$ cat src/rtl/div_seq_ctrl.sv
// div_seq_ctrl: multi-cycle sequencer for the shared radix-2 restoring divider
// used by DIV/DIVU in EX. EX holds start_i high and stalls until ready_o; the
// result {remainder, quotient} is held for HI/LO until start_i drops.
//
// Optional feature (macro DIV_EARLY_EXIT_EN): when defined, a divide whose
// dividend magnitude is smaller than the divisor magnitude skips the iteration
// loop and completes straight from IDLE with quotient 0 and the dividend as the
// remainder. When undefined, every non-zero-divisor divide runs DATA_W steps.
//
// Handshake: start_i is a level request. It is sampled only in IDLE and must
// stay high until ready_o is seen. ready_o rises one edge after the result has
// been loaded and stays high with result_o stable while start_i stays high.
// Dropping start_i (or raising annul_i) returns the sequencer to IDLE and clears
// result_o/ready_o on the next edge.
//
// Timing from the edge t that samples start_i in IDLE:
//   early exit   -> ready_o high after edge t+1
//   divide by 0  -> ready_o high after edge t+2
//   normal       -> ready_o high after edge t+DATA_W+1

module div_seq_ctrl #(
    parameter int DATA_W = 32,
    parameter int CNT_W  = 6
) (
    input  logic                  cpu_clk,
    input  logic                  cpu_rst,
    input  logic                  start_i,
    input  logic                  annul_i,
    input  logic                  signed_div_i,
    input  logic [DATA_W-1:0]     opdata1_i,
    input  logic [DATA_W-1:0]     opdata2_i,
    output logic [2*DATA_W-1:0]   result_o,
    output logic                  ready_o,
    output logic                  busy_o,
    output logic [1:0]            state_o
);

    typedef enum logic [1:0] {
        S_IDLE   = 2'b00,
        S_BYZERO = 2'b01,
        S_ON     = 2'b10,
        S_END    = 2'b11
    } state_t;

    // Counter value at which the final iteration is performed.
    localparam logic [CNT_W-1:0] LAST_CNT = CNT_W'(DATA_W - 1);

    state_t                 state;
    logic [CNT_W-1:0]       cnt;
    // Upper half: partial remainder; lower half: remaining dividend bits that
    // are progressively replaced by quotient bits shifted in at bit 0.
    logic [2*DATA_W-1:0]    shreg;
    logic [DATA_W-1:0]      divisor;
    logic                   neg_quot;
    logic                   neg_rem;

    logic [DATA_W-1:0]      abs_a;
    logic [DATA_W-1:0]      abs_b;
    logic                   a_neg;
    logic                   b_neg;
    logic                   early_exit;
    logic [DATA_W:0]        rem_hi;
    logic                   no_borrow;
    logic [DATA_W-1:0]      diff;
    logic [2*DATA_W-1:0]    shreg_step;
    logic [DATA_W-1:0]      quot_raw;
    logic [DATA_W-1:0]      rem_raw;
    logic [DATA_W-1:0]      quot_fix;
    logic [DATA_W-1:0]      rem_fix;

    assign busy_o  = (state != S_IDLE);
    assign state_o = state;

    // Operand magnitudes and the early-exit decision, used only when sampling in IDLE.
    always_comb begin
        a_neg = signed_div_i & opdata1_i[DATA_W-1];
        b_neg = signed_div_i & opdata2_i[DATA_W-1];
        abs_a = a_neg ? -opdata1_i : opdata1_i;
        abs_b = b_neg ? -opdata2_i : opdata2_i;
`ifdef DIV_EARLY_EXIT_EN
        early_exit = (abs_a < abs_b);
`else
        early_exit = 1'b0;
`endif
    end

    // One restoring step: shift the remainder left by one dividend bit, try to
    // subtract the divisor and keep the difference only when it does not borrow.
    always_comb begin
        rem_hi    = shreg[2*DATA_W-1:DATA_W-1];
        no_borrow = (rem_hi >= {1'b0, divisor});
        // The true difference is below the divisor, so it fits in DATA_W bits.
        diff      = rem_hi[DATA_W-1:0] - divisor;
        if (no_borrow) begin
            shreg_step = {diff, shreg[DATA_W-2:0], 1'b1};
        end else begin
            shreg_step = {shreg[2*DATA_W-2:0], 1'b0};
        end
        quot_raw = shreg_step[DATA_W-1:0];
        rem_raw  = shreg_step[2*DATA_W-1:DATA_W];
        // Quotient is negative when operand signs differ; remainder follows the dividend.
        quot_fix = neg_quot ? -quot_raw : quot_raw;
        rem_fix  = neg_rem  ? -rem_raw  : rem_raw;
    end

    // Sequencer FSM: reset beats annul, annul beats every normal transition.
    always_ff @(posedge cpu_clk) begin
        if (cpu_rst) begin
            state    <= S_IDLE;
            cnt      <= '0;
            shreg    <= '0;
            divisor  <= '0;
            neg_quot <= 1'b0;
            neg_rem  <= 1'b0;
            result_o <= '0;
            ready_o  <= 1'b0;
        end else if (annul_i) begin
            state    <= S_IDLE;
            cnt      <= '0;
            result_o <= '0;
            ready_o  <= 1'b0;
        end else begin
            case (state)
                S_IDLE: begin
                    ready_o <= 1'b0;
                    if (start_i) begin
                        neg_quot <= a_neg ^ b_neg;
                        neg_rem  <= a_neg;
                        divisor  <= abs_b;
                        cnt      <= '0;
                        if (opdata2_i == '0) begin
                            state <= S_BYZERO;
                        end else if (early_exit) begin
                            // Quotient is zero and the remainder is the dividend as given.
                            state    <= S_END;
                            result_o <= {opdata1_i, {DATA_W{1'b0}}};
                        end else begin
                            state <= S_ON;
                            shreg <= {{DATA_W{1'b0}}, abs_a};
                        end
                    end
                end
                S_BYZERO: begin
                    // No trap from here; EX/CP0 decide what a zero divisor means.
                    state    <= S_END;
                    result_o <= '0;
                end
                S_ON: begin
                    if (!start_i) begin
                        // EX withdrew the request: treat like an annul.
                        state    <= S_IDLE;
                        cnt      <= '0;
                        result_o <= '0;
                    end else begin
                        shreg <= shreg_step;
                        cnt   <= cnt + CNT_W'(1);
                        if (cnt == LAST_CNT) begin
                            state    <= S_END;
                            result_o <= {rem_fix, quot_fix};
                        end
                    end
                end
                S_END: begin
                    if (!start_i) begin
                        state    <= S_IDLE;
                        cnt      <= '0;
                        result_o <= '0;
                        ready_o  <= 1'b0;
                    end else begin
                        ready_o <= 1'b1;
                    end
                end
                default: begin
                    state    <= S_IDLE;
                    result_o <= '0;
                    ready_o  <= 1'b0;
                end
            endcase
        end
    end

endmodule

$ cat config.mk
export PLATFORM = sky130hd
export DESIGN_NAME = div_seq_ctrl
export DESIGN_NICKNAME = d
export VERILOG_FILES = /design/src/rtl/div_seq_ctrl.sv
export SDC_FILE = /design/constraint.sdc
export NUM_CORES = 1
export LEC_CHECK = 0
export ABC_CLOCK_PERIOD_IN_PS = 5950
export CAP_MARGIN = 0
export CORE_MARGIN = 2
export CORE_UTILIZATION = 45
export CTS_BUF_LIST = sky130_fd_sc_hd__clkbuf_8
export DETAILED_ROUTE_END_ITERATION = 10
export PLACE_DENSITY = 0.66
export SYNTH_ARGS = -nofsm -noshare
export SYNTH_HDL_FRONTEND = slang
export SYNTH_SLANG_ARGS = --single-unit
$ cat constraint.sdc
create_clock -name cpu_clk -period 5.95 [get_ports cpu_clk]
set_input_delay 1.19 -clock cpu_clk [delete_from_list [all_inputs] [get_ports cpu_clk]]
set_output_delay 1.19 -clock cpu_clk [all_outputs]
set_load 0.005 [all_outputs]
==> impl_metrics.csv <==
group,metric,value,unit
global_route,grt_pass1_wl,60700,microns
final_layout,fin_nets,1800,
place,hpwl,29100,microns
critical_path,crit_path_cell_trace,"ha_1 > nand4_2 > o22ai_1 > a21o_1 > o311ai_4 > nand3_4 > mux2i_1 > ha_1 > nand3_1 > nor3_1 > nor3b_1 > nand2_1 > o41ai_2 > nand3_1 > o31ai_1 > xor2_1 > o21ai_1",
place,io_buffers,136,
logic_synthesis,synth-edff-count,0,
logic_synthesis,yosys_warnings,0,
logic_synthesis,syn-mean-instance-area,7.44,sq um
critical_path,critPathKind,"flip-flop to flip-flop",
clocking,clk_path_buf_depth,2,
sta,maxSlewViolCount,0,
clocking,htreeDepth,4,
place,place_congestion,0.910,
sta,fin_crit,4880,ps
clocking,clkSinkCount,171,
critical_path,crit_buf_inv,0,
clocking,cts_resized,0,
critical_path,cpLargestDelayFamily,"simple AND/OR/NAND/NOR gates",
global_route,grt-ovfl-total,0,
final_layout,syn_to_final_growth,16.0,%
floorplan,rows,59,
power_and_ir_drop,vdd_drop_max,0.000141,V
floorplan,die_y,167,microns
route,drt-initial-drc-count,988,
critical_path,cpMaxStageDelayCell,"ha_1",
clocking,clock_latency,480,ps
logic_synthesis,ys_seq_area_share,28.5,%
floorplan,core-area,0.0261,sq mm
clocking,cts_setup_buffers,0,
worst_hold_path,hold_path.class,"flip-flop to flip-flop",
clocking,cts_tree,"yes",
final_layout,drive_above_1_share,5.93,%
worst_hold_path,hp-start,"result_o[63]",
sta,slew_headroom,24.0,%
critical_path,startpoint,"shreg[40]",
logic_synthesis,syn-num-nets,1726,
logic_synthesis,yosysTopAreaCell,"dfxtp_1",
global_route,track_usage,27.0,%
logic_synthesis,yosys_register_bits,171,
route,drt_first_pass_iters,8,
power_and_ir_drop,power_density,208,mW/mm^2
sta,layout_setup_ws,1070,ps
route,wl_per_cell,18.6,microns
clocking,cts_hold_buf,0,
global_route,grt_busiest_layer,"met2",
power_and_ir_drop,totalPowerFinal,2910,uW
power_and_ir_drop,p_leak,0.00506,uW
critical_path,r2r_start,"shreg[40]",
global_route,antenna_found_initial,1,
final_layout,n_fill_cell,2550,
clocking,root_buffer,"clkbuf_8",
critical_path,critPathLaunchType,"flip-flop",
global_route,grt_use_met2,40.8,%
route,finalWirelength,38000,microns
run,drv_cap,0,
outcome,violations,"design-rule violations",
place,pre_cts_ws,1280,ps
sta,tns,0,ps
logic_synthesis,syn_inst,1615,
floorplan,die_area,0.0280,sq mm
final_layout,diodes,0,
critical_path,critPathArrivalTime,5210,ps
sta,rsz0062_at_grt,"no",
final_layout,final_common_cell,"nand2_1",
sta,hold_viol,0,
critical_path,critPathMaxFanout,11,
final_layout,layout_common_cells,"nand2_1, nor2_1, dfxtp_1, clkdlybuf4s50_1, a21oi_1",
logic_synthesis,netlist.area_leader.share,28.5,%
logic_synthesis,synth_flop_cell,"dfxtp_1",
sta,skew,19.2,ps
sta,hold_ws,453,ps
logic_synthesis,syn-cell-area,0.0120,sq mm
sta,fin_crit_sh,82.1,%
floorplan,ioPinCount,137,
outcome,status,"finished with violations",
clocking,clkTransAtPathRegs,100,ps
route,viasPerCell,5.89,
global_route,grt_max_degree,68,
logic_synthesis,synth_area_leaders,"dfxtp_1, nand2_1, nor2_1",
floorplan,initial_core_util,46.0,%
sta,max_freq,205,MHz
clocking,cts_inserted_buffers,17,
route,ant_nets,0,
sta,setup_violations,0,
critical_path,cp-end-kind,"flip-flop",
critical_path,critPathMaxStageDelay,510,ps
global_route,grt_pass1_vias,11100,
route,vias,12000,
critical_path,worstPathRequired,6280,ps
global_route,grtUsageMet3,5.32,%
global_route,met1_usage,38.5,%
logic_synthesis,async_flop_share,0,%
route,drc,6,
sta,tightestPinTransition,1140,ps
floorplan,die_width,167,microns
logic_synthesis,ys_types,96,
state kept, by name (all words and copies together) (netlist names):
register / cells
result_o: 64
shreg: 64
divisor: 32
cnt: 6
state_o: 2
neg_quot: 1
neg_rem: 1
ready_o: 1
metrics by stage:
step                cell area [sq um]  instances  util (%)
floorplan                       12000       1615         -
global placement                13500       2005      51.7
detailed placement              13500       2005      51.7
CTS                             13900       2037      53.4
global route                    13900       2037      53.4
finish                          13900       2037      53.4
worst min-delay path: cells and delay by family, from the launching register on:
kind / cells / cell delay (ps)
flops: 1 / 320
compound gates: 1 / 50
simple gates: 1 / 50
routing by layer:
metal	share of wire, %	wire length, microns	up-vias
met1	47	17900	5587
met5	0	0	-
met3	7.3	2790	62
met4	2.8	1060	0
li1	-	-	5918
met2	43	16200	433
power by group:
| part | switching [uW] | leakage [uW] | internal [uW] |
|---|---|---|---|
| sequential | 45.1 | 0.00139 | 1180 |
| clock | 535 | 0.000207 | 363 |
| combinational | 493 | 0.00347 | 291 |
cell families (layout without fill, tap and decap cells):
group / count (synthesis) / count (layout) / synth area share, %
AO/OA/AOI/OAI: 462 / 462 / 25.5
flip-flops: 171 / 171 / 28.5
AND/OR/NAND/NOR: 637 / 637 / 25.2
adder cells (fa/ha/maj): 42 / 42 / 4.43
buffers and inverters: 155 / 242 / 5.30
multiplexers: 24 / 24 / 2.03
XOR/XNOR: 124 / 124 / 9.04
worst paths after layout:
path / endpoint / slack, ps / cells past startpoint
setup / recovery: result_o[62] / 1070 / 17
hold / removal: result_o[63] / 450 / 2
setup reg to reg: result_o[62] / 1070 / 17
hold reg to reg: result_o[63] / 450 / 2
cells in the mapped netlist, types with 5 or more instances:
cell type	n
a211oi_1	35
o22ai_1	5
nor3b_1	6
and3_1	16
mux2i_1	21
a21o_1	8
nor4_1	18
nor3_1	37
inv_1	58
nor2_1	178
o31ai_1	22
buf_1	5
o21ai_1	14
or2_2	10
nand4_1	6
o21a_1	6
a31oi_1	6
and4_1	6
nand3_1	19
a21oi_1	122
xor2_1	60
or3_1	31
and2_1	16
o211ai_1	7
nand2_1	236
a22oi_1	38
buf_2	23
xnor2_1	64
clkbuf_1	63
a311oi_1	7
or4_1	13
nor2b_1	7
nand2b_1	7
o41ai_1	13
ha_1	41
dfxtp_1	171
o21ai_0	116
layout make-up:
cell class	count	area (sq um)	area share (%)
Clock buffer	17	234	1.68
Tap cell	335	419	3.01
Multi-Input combinational cell	1289	7980	57.3
Inverter	59	224	1.61
Clock inverter	15	190	1.36
Timing Repair Buffer	151	1470	10.5
Sequential cell	171	3420	24.6
Power figures use the tool's default switching activity.
